--- src/rtl/ev_counter_ctrl.sv ---
// ev_counter_ctrl: command-driven sequencer for the ev_counter datapath.
// Holds the start, terminal, prescale and direction settings. Loads the counter,
// paces its count-enable strobe, detects the terminal value and pulses done.
// Optional feature: define EV_CTRL_AUTORELOAD_EN for periodic auto-reload.
//
// Command handshake: a command is taken on a rising edge where
// cmd_valid && cmd_ready. cmd_ready is low only in LOAD, so a source must hold
// cmd_valid, cmd_op and cmd_data steady until the command is taken.
module ev_counter_ctrl #(
  parameter int WIDTH      = 8,
  parameter int PRESCALE_W = 8
) (
  input  logic                clk,
  input  logic                rst_n,
  input  logic                cmd_valid,
  output logic                cmd_ready,
  input  logic [2:0]          cmd_op,
  input  logic [WIDTH-1:0]    cmd_data,
  input  logic [WIDTH-1:0]    cnt_value,
  output logic                cnt_en,
  output logic                cnt_dir,
  output logic                cnt_load,
  output logic [WIDTH-1:0]    cnt_load_val,
  output logic                done,
  output logic                busy,
  output logic [1:0]          state
);

  typedef enum logic [1:0] {
    ST_IDLE  = 2'd0,
    ST_LOAD  = 2'd1,
    ST_RUN   = 2'd2,
    ST_PAUSE = 2'd3
  } state_t;

  // Opcode 0 is NOP: it is accepted and does nothing, so it needs no decode.
  localparam logic [2:0] OP_SET_START   = 3'd1;
  localparam logic [2:0] OP_SET_TERM    = 3'd2;
  localparam logic [2:0] OP_SET_PRESC   = 3'd3;
  localparam logic [2:0] OP_SET_DIR     = 3'd4;
  localparam logic [2:0] OP_START       = 3'd5;
  localparam logic [2:0] OP_STOP        = 3'd6;
  localparam logic [2:0] OP_ABORT       = 3'd7;

  localparam logic [PRESCALE_W-1:0] PC_ONE = {{(PRESCALE_W-1){1'b0}}, 1'b1};

  state_t                r_state;
  state_t                w_next_state;
  logic [WIDTH-1:0]      r_start;
  logic [WIDTH-1:0]      r_term;
  logic [PRESCALE_W-1:0] r_presc;
  logic [PRESCALE_W-1:0] r_presc_cnt;
  logic                  r_dir;
`ifdef EV_CTRL_AUTORELOAD_EN
  logic                  r_reload;
`endif

  logic w_accept;
  logic w_op_start;
  logic w_op_stop;
  logic w_op_abort;
  logic w_hit;
  logic w_step;
  logic w_done;

  assign cmd_ready  = (r_state != ST_LOAD);
  assign w_accept   = cmd_valid && cmd_ready;
  assign w_op_start = w_accept && (cmd_op == OP_START);
  assign w_op_stop  = w_accept && (cmd_op == OP_STOP);
  assign w_op_abort = w_accept && (cmd_op == OP_ABORT);

  // Terminal compare takes priority over stepping in RUN.
  assign w_hit  = (r_state == ST_RUN) && (cnt_value == r_term);
  assign w_step = (r_state == ST_RUN) && !w_hit && (r_presc_cnt == r_presc);

  assign cnt_en       = w_step;
  assign cnt_load     = (r_state == ST_LOAD);
  assign busy         = (r_state != ST_IDLE);
  assign state        = r_state;
  assign cnt_dir      = r_dir;
  assign cnt_load_val = r_start;
  assign done         = w_done;

  // State register.
  always_ff @(posedge clk or negedge rst_n) begin
    if (!rst_n) r_state <= ST_IDLE;
    else        r_state <= w_next_state;
  end

  // Next-state decode and done pulse; ABORT beats a terminal hit, a hit beats STOP.
  always_comb begin
    w_next_state = r_state;
    w_done       = 1'b0;
    case (r_state)
      ST_IDLE: begin
        if (w_op_start) w_next_state = ST_LOAD;
      end
      ST_LOAD: begin
        w_next_state = ST_RUN;
      end
      ST_RUN: begin
        if (w_op_abort) begin
          w_next_state = ST_IDLE;
        end else if (w_hit) begin
          w_done = 1'b1;
`ifdef EV_CTRL_AUTORELOAD_EN
          w_next_state = r_reload ? ST_LOAD : ST_IDLE;
`else
          w_next_state = ST_IDLE;
`endif
        end else if (w_op_stop) begin
          w_next_state = ST_PAUSE;
        end
      end
      ST_PAUSE: begin
        if (w_op_abort)      w_next_state = ST_IDLE;
        else if (w_op_start) w_next_state = ST_RUN;
      end
      default: w_next_state = ST_IDLE;
    endcase
  end

  // Prescale counter: cleared in LOAD, wraps at presc_reg in RUN, holds otherwise.
  always_ff @(posedge clk or negedge rst_n) begin
    if (!rst_n) begin
      r_presc_cnt <= '0;
    end else if (r_state == ST_LOAD) begin
      r_presc_cnt <= '0;
    end else if ((r_state == ST_RUN) && !w_hit) begin
      if (w_step) r_presc_cnt <= '0;
      else        r_presc_cnt <= r_presc_cnt + PC_ONE;
    end
  end

  // Configuration registers; direction (and reload) only change while IDLE.
  always_ff @(posedge clk or negedge rst_n) begin
    if (!rst_n) begin
      r_start  <= '0;
      r_term   <= '1;
      r_presc  <= '0;
      r_dir    <= 1'b1;
`ifdef EV_CTRL_AUTORELOAD_EN
      r_reload <= 1'b0;
`endif
    end else if (w_accept) begin
      case (cmd_op)
        OP_SET_START: r_start <= cmd_data;
        OP_SET_TERM:  r_term  <= cmd_data;
        OP_SET_PRESC: r_presc <= cmd_data[PRESCALE_W-1:0];
        OP_SET_DIR: begin
          if (r_state == ST_IDLE) begin
            r_dir    <= cmd_data[0];
`ifdef EV_CTRL_AUTORELOAD_EN
            r_reload <= cmd_data[1];
`endif
          end
        end
        default: ;
      endcase
    end
  end

endmodule

--- config.mk ---
export PLATFORM = sky130hd
export DESIGN_NAME = ev_counter_ctrl
export DESIGN_NICKNAME = d
export VERILOG_FILES = /design/src/rtl/ev_counter_ctrl.sv
export SDC_FILE = /design/constraint.sdc
export NUM_CORES = 1
export LEC_CHECK = 0
export ABC_AREA = 1
export BUFFER_PORTS_ARGS = -buffer_cell sky130_fd_sc_hd__buf_2
export CORE_MARGIN = 1.5
export CORE_UTILIZATION = 55
export DETAILED_ROUTE_END_ITERATION = 8
export HOLD_SLACK_MARGIN = 0.05
export PLACE_DENSITY = 0.79
export SYNTH_ARGS = -nofsm -noshare
export SYNTH_HDL_FRONTEND = slang
export SYNTH_SLANG_ARGS = --single-unit
--- constraint.sdc ---
create_clock -name clk -period 1.65 [get_ports clk]
set_input_delay 0.0825 -clock clk [delete_from_list [all_inputs] [get_ports clk]]
set_output_delay 0.0825 -clock clk [all_outputs]
set_load 0.1 [all_outputs]
After elaboration in Yosys (flattened, before gate mapping):

Cells that the tools add are included.

* register bits: 35
* latch bits: 0
* memory bits (writable): 0
* bits in read-only memories: 0
* input bits: 22
* memories: 0

* add/sub/neg operators: 1
* multiply operators: 0
* divide/modulo/power cells: 0
* magnitude comparators: 0
* eq/ne operators: 16
* shift-type cells: 0
* muxes and demuxes: 13
* bitwise gates (word level): 0
* reductions and logical operators: 16

Operators with widths (number)
* $mux 8: 3
* $eq 8x8->1: 2
* $eq 3x3->1 const B: 4
* $mux 2: 6
* $add 8x1->8 const B: 1
* $pmux 2 s4: 1
* $logic_and 1x1->1: 7
* $eq 3x2->1 const B: 2
* $reduce_and 2->1: 3
* $reduce_and 3->1: 2
* $eq 2x2->1 const B: 2
* $ne 4x4->1 const B: 1
* $reduce_bool 2->1: 2
* $eq 3x1->1 const B: 1
* $mux 1: 3
* $ne 3x3->1 const B: 1
* $eq 2x1->1 const B: 1
* $logic_not 2->1: 1
* $ne 2x1->1 const B: 1
* $ne 2x2->1 const B: 1
* $logic_not 1->1: 1

Longest topological paths before layout:

* depth after elaboration: 8
* gate-level depth with buffers: 11
* gate-level depth less buffers: 11

Least setup slack after synthesis:

No wires, ideal clock.

* path type: register to output
* start point: register r_state[0] (netlist: state[0])
* end point: output port done
* arrival time: 4244 ps
* data required time: 1567 ps
* slack: -2677 ps
* cell stages (with the launch flop): 5
* buffers on the path: 0
* path through: dfrtp_1 > inv_2 > nor2_2 > nor3_2 > nor3_1

* longest elaborated chain between the ends: 5

Ends and longest elaborated chain
* from (decl): line 47 `state_t r_state;`
* from (signal assigned): line 87 `else r_state <= w_next_state;`
* $eq 2x2->1 or $ne 2x1->1 (tied branches): line 73, 94, 66
* $logic_and 1x1->1 (on tied branches): line 73, 67
* $mux 1 or $logic_and 1x1->1 (tied branches): line 104, 70
* $mux 1: line 102 `if (w_op_abort) begin`
* $mux 1 *: line 94 `case (r_state)`
* to (decl): line 24 `output logic done,`

Every way passes the cells marked *; elsewhere a longest branch is shown, timed or not.

Worst setup path in the final report:

* start point: register r_term[4]
* end point: output port done

* longest elaborated chain between the ends: 5

Ends and longest elaborated chain
* from (decl): line 50 `logic [WIDTH-1:0] r_term;`
* from (signal assigned): line 148 `OP_SET_TERM: r_term <= cmd_data;`
* $eq 8x8->1: line 73 `assign w_hit = (r_state == ST_RUN) && (cnt_value == r_term);`
* $logic_and 1x1->1: line 73
* $mux 1: line 104 `end else if (w_hit) begin`
* $mux 1: line 102
* $mux 1: line 94

No other way between the ends.

==> qor.yml <==
tightest_slew_ns: 0.495
portBuffers: 37
dp_hpwl_mm: 3.18
grt_pass1_wl_mm: 8.00
clock-root-buffer: "clkbuf_4"
clock_skew_ns: 0.0138
avgSynthCellArea_um2: 7.38
syn_area_mm2: 0.00196
crit_type: "reg2out"
insertion_delay_ns: 0.35
htreeDepth: 2
cts.clk_slew.worst_paths_ns: 0.12
fmax_mhz: 547
synth_edf_count: 0
r2r_start: "r_term[4]"
hold_depth: 4
grt_antenna_before_repair: 0
numClockSinks: 35
cp-end-kind: "output pin"
reg2reg_to: "state[0]"
max-cap-violations: 0
grt_start_max_net_pins: 18
areaGrowthSynthToFinish_pct: 34.9
ff2ff_setup_slack_ns: 0.01
pwr_density_cell_mw_per_mm2: 1840
peakVddDrop_uv: 1160
max_slew_margin_pct: 67.2
antenna_cells: 0
ant_nets: 0
place_congestion: 0.841
period_needed_ns: 1.83
synth_seq_cells: 35
drt-total-wl_mm: 5.05
cp.arrival_ns: 1.74
yosys_warnings: 0
rsz0062_at_grt: "yes"
initial_core_util_pct: 58.1
syn_nets: 288
viasPerCell: 5.21
fin_crit_sh_pct: 111
finalSetupViolCount: 2
rows: 21
grtUsageTotal_pct: 26.2
vias: 1978
wl_per_cell_um: 13.3
crit_chain: "inv_2 -> nand2_1 -> nand2_1 -> inv_1 -> nand2_1 -> nor2_2 -> nand2_4 -> nor3_4 -> buf_12"
finalNetCount: 356
coreArea_mm2: 0.00336
leakagePower_nw: 1.37
critPathRequiredTime_ns: 1.57
crit_top_cell: "nand2_1"
cp_slowest_cell: "dfstp_2"
synth_flop_cell: "dfrtp_1"
synth-seq-area-share_pct: 45.4
syn-instance-count: 265
whs_ns: 0.0851
min_path_type: "in2reg"
ys_async_sr_fraction_pct: 100
drive_gt1_share_pct: 32.0
tritoncts: "built"
dieArea_mm2: 0.00392
startpoint_type: "flip-flop"
grt.overflow.total: 0
crit_fanout: 3
timing.critical_path.from: "r_term[4]"
violations: "negative setup slack"
numCtsBuffers: 5
fin_ws_ns: -0.177
io_pins: 38
slowest_delay_ns: 0.57
die_y_um: 62.6
outcome: "finished with violations"
reg2reg_depth: 13
chipWidth_um: 62.6
ys_types: 23
dpl_worst_slack_ns: 0.0876
first_pass_iters: 5
drt_iter0_markers: 225
drcViolationCount: 0
finalHoldViolCount: 0
cts_buffer_depth: 2
first_global_vias: 1726
cp-endpoint: "done"
slew_violations: 0
## what timing repair did
item	CTS	global route
gates resized for setup	6	22
hold endpoints to repair	46	1
setup endpoints to repair	3	15
pin swaps	0	3
hold buffers	9	1
setup buffers	2	12
## per-layer routing
layer	GRT usage, %	wire (um)	vias to the layer above
met3	6.13	298	19
met1	33.9	2000	920
met2	42.2	2590	74
li1	-	-	965
met4	11.9	159	0
met5	0	0	-
## cell usage after synthesis (all sizes together) (3+ instances only)
master / number / area share [%]
inv: 42 / 8.1
dfstp: 9 / 12
dfrtp: 26 / 33
buf: 3 / 1.2
nor3: 5 / 2.1
xnor2: 9 / 4.0
nor2: 21 / 4.3
o21ai: 31 / 7.9
xor2: 4 / 1.8
nand2: 86 / 17
nand3: 22 / 6.1
## final cells by class
cell class	count	area (um^2)
Timing Repair Buffer	64	445
Fill cell	263	724
Multi-Input combinational cell	183	987
Clock buffer	5	37.5
Clock inverter	3	43.8
Sequential cell	35	898
Tap cell	46	57.6
Inverter	44	169
## worst min-delay path by stage
stage          slack (ns)              end   startpoint
2_1_floorplan       -0.21  cnt_load_val[0]        rst_n
3_3_place_gp         0.02       r_presc[5]        rst_n
3_5_place_dp         0.02       r_presc[4]        rst_n
4_1_cts              0.05        r_term[5]  cmd_data[5]
5_1_grt              0.10          cnt_dir    cmd_op[1]
6_report             0.09          cnt_dir    cmd_op[1]
## power breakdown
part	internal, mW	total [mW]	leakage, nW	switching, mW
registers	1.23	1.49	0.421	0.261
logic	0.767	2.73	0.903	1.97
clock network	0.319	0.627	0.0452	0.308
total	2.32	4.85	1.37	2.54
## state kept, by name (all words and copies together) (netlist names)
| signal | count |
|---|---|
| cnt_dir | 1 |
| state | 2 |
| r_presc | 8 |
| r_presc_cnt | 8 |
| r_term | 8 |
| cnt_load_val | 8 |
## critical path: cells and delay by family, from the launching register on
| family | cells | cell delay (ns) |
|---|---|---|
| flops | 1 | 0.57 |
| simple gates | 6 | 0.55 |
| buf+inv | 3 | 0.28 |
## stage by stage
| stage | instances | TNS (ns) | utilization (%) | power (mW) | instance area [um^2] |
|---|---|---|---|---|---|
| 5_1_grt | 380 | -0.672 | 78.5 | 5.17 | 2640 |
| 2_1_floorplan | 265 | -13.76 | - | 3.44 | 2010 |
| 4_1_cts | 367 | -0.374 | 73.7 | 4.58 | 2480 |
| 3_5_place_dp | 348 | 0 | 67.4 | 3.88 | 2270 |
| 3_3_place_gp | 348 | 0 | 67.4 | 3.82 | 2270 |
| 6_report | 380 | -0.299 | 78.5 | 4.85 | 2640 |
## cells in the final DEF (no fill, tap or decap), drive strengths merged, types with 9 or more instances in the layout
master       count
nand2           86
buf             54
inv             42
o21ai           31
dfrtp           26
nand3           22
nor2            21
dlygate4sd3     10
dfstp            9
xnor2            9
## cell families (layout without fill, tap and decap cells)
group | count (synthesis) | count (layout) | share of synthesized area, %
AND/OR/NAND/NOR | 136 | 136 | 29.8
buffers and inverters | 47 | 116 | 9.60
flip-flops | 35 | 35 | 45.4
AO/OA/AOI/OAI | 33 | 33 | 8.77
XOR/XNOR | 13 | 13 | 5.82
adder cells (fa/ha/maj) | 1 | 1 | 0.640
Power figures use the tool's default switching activity.
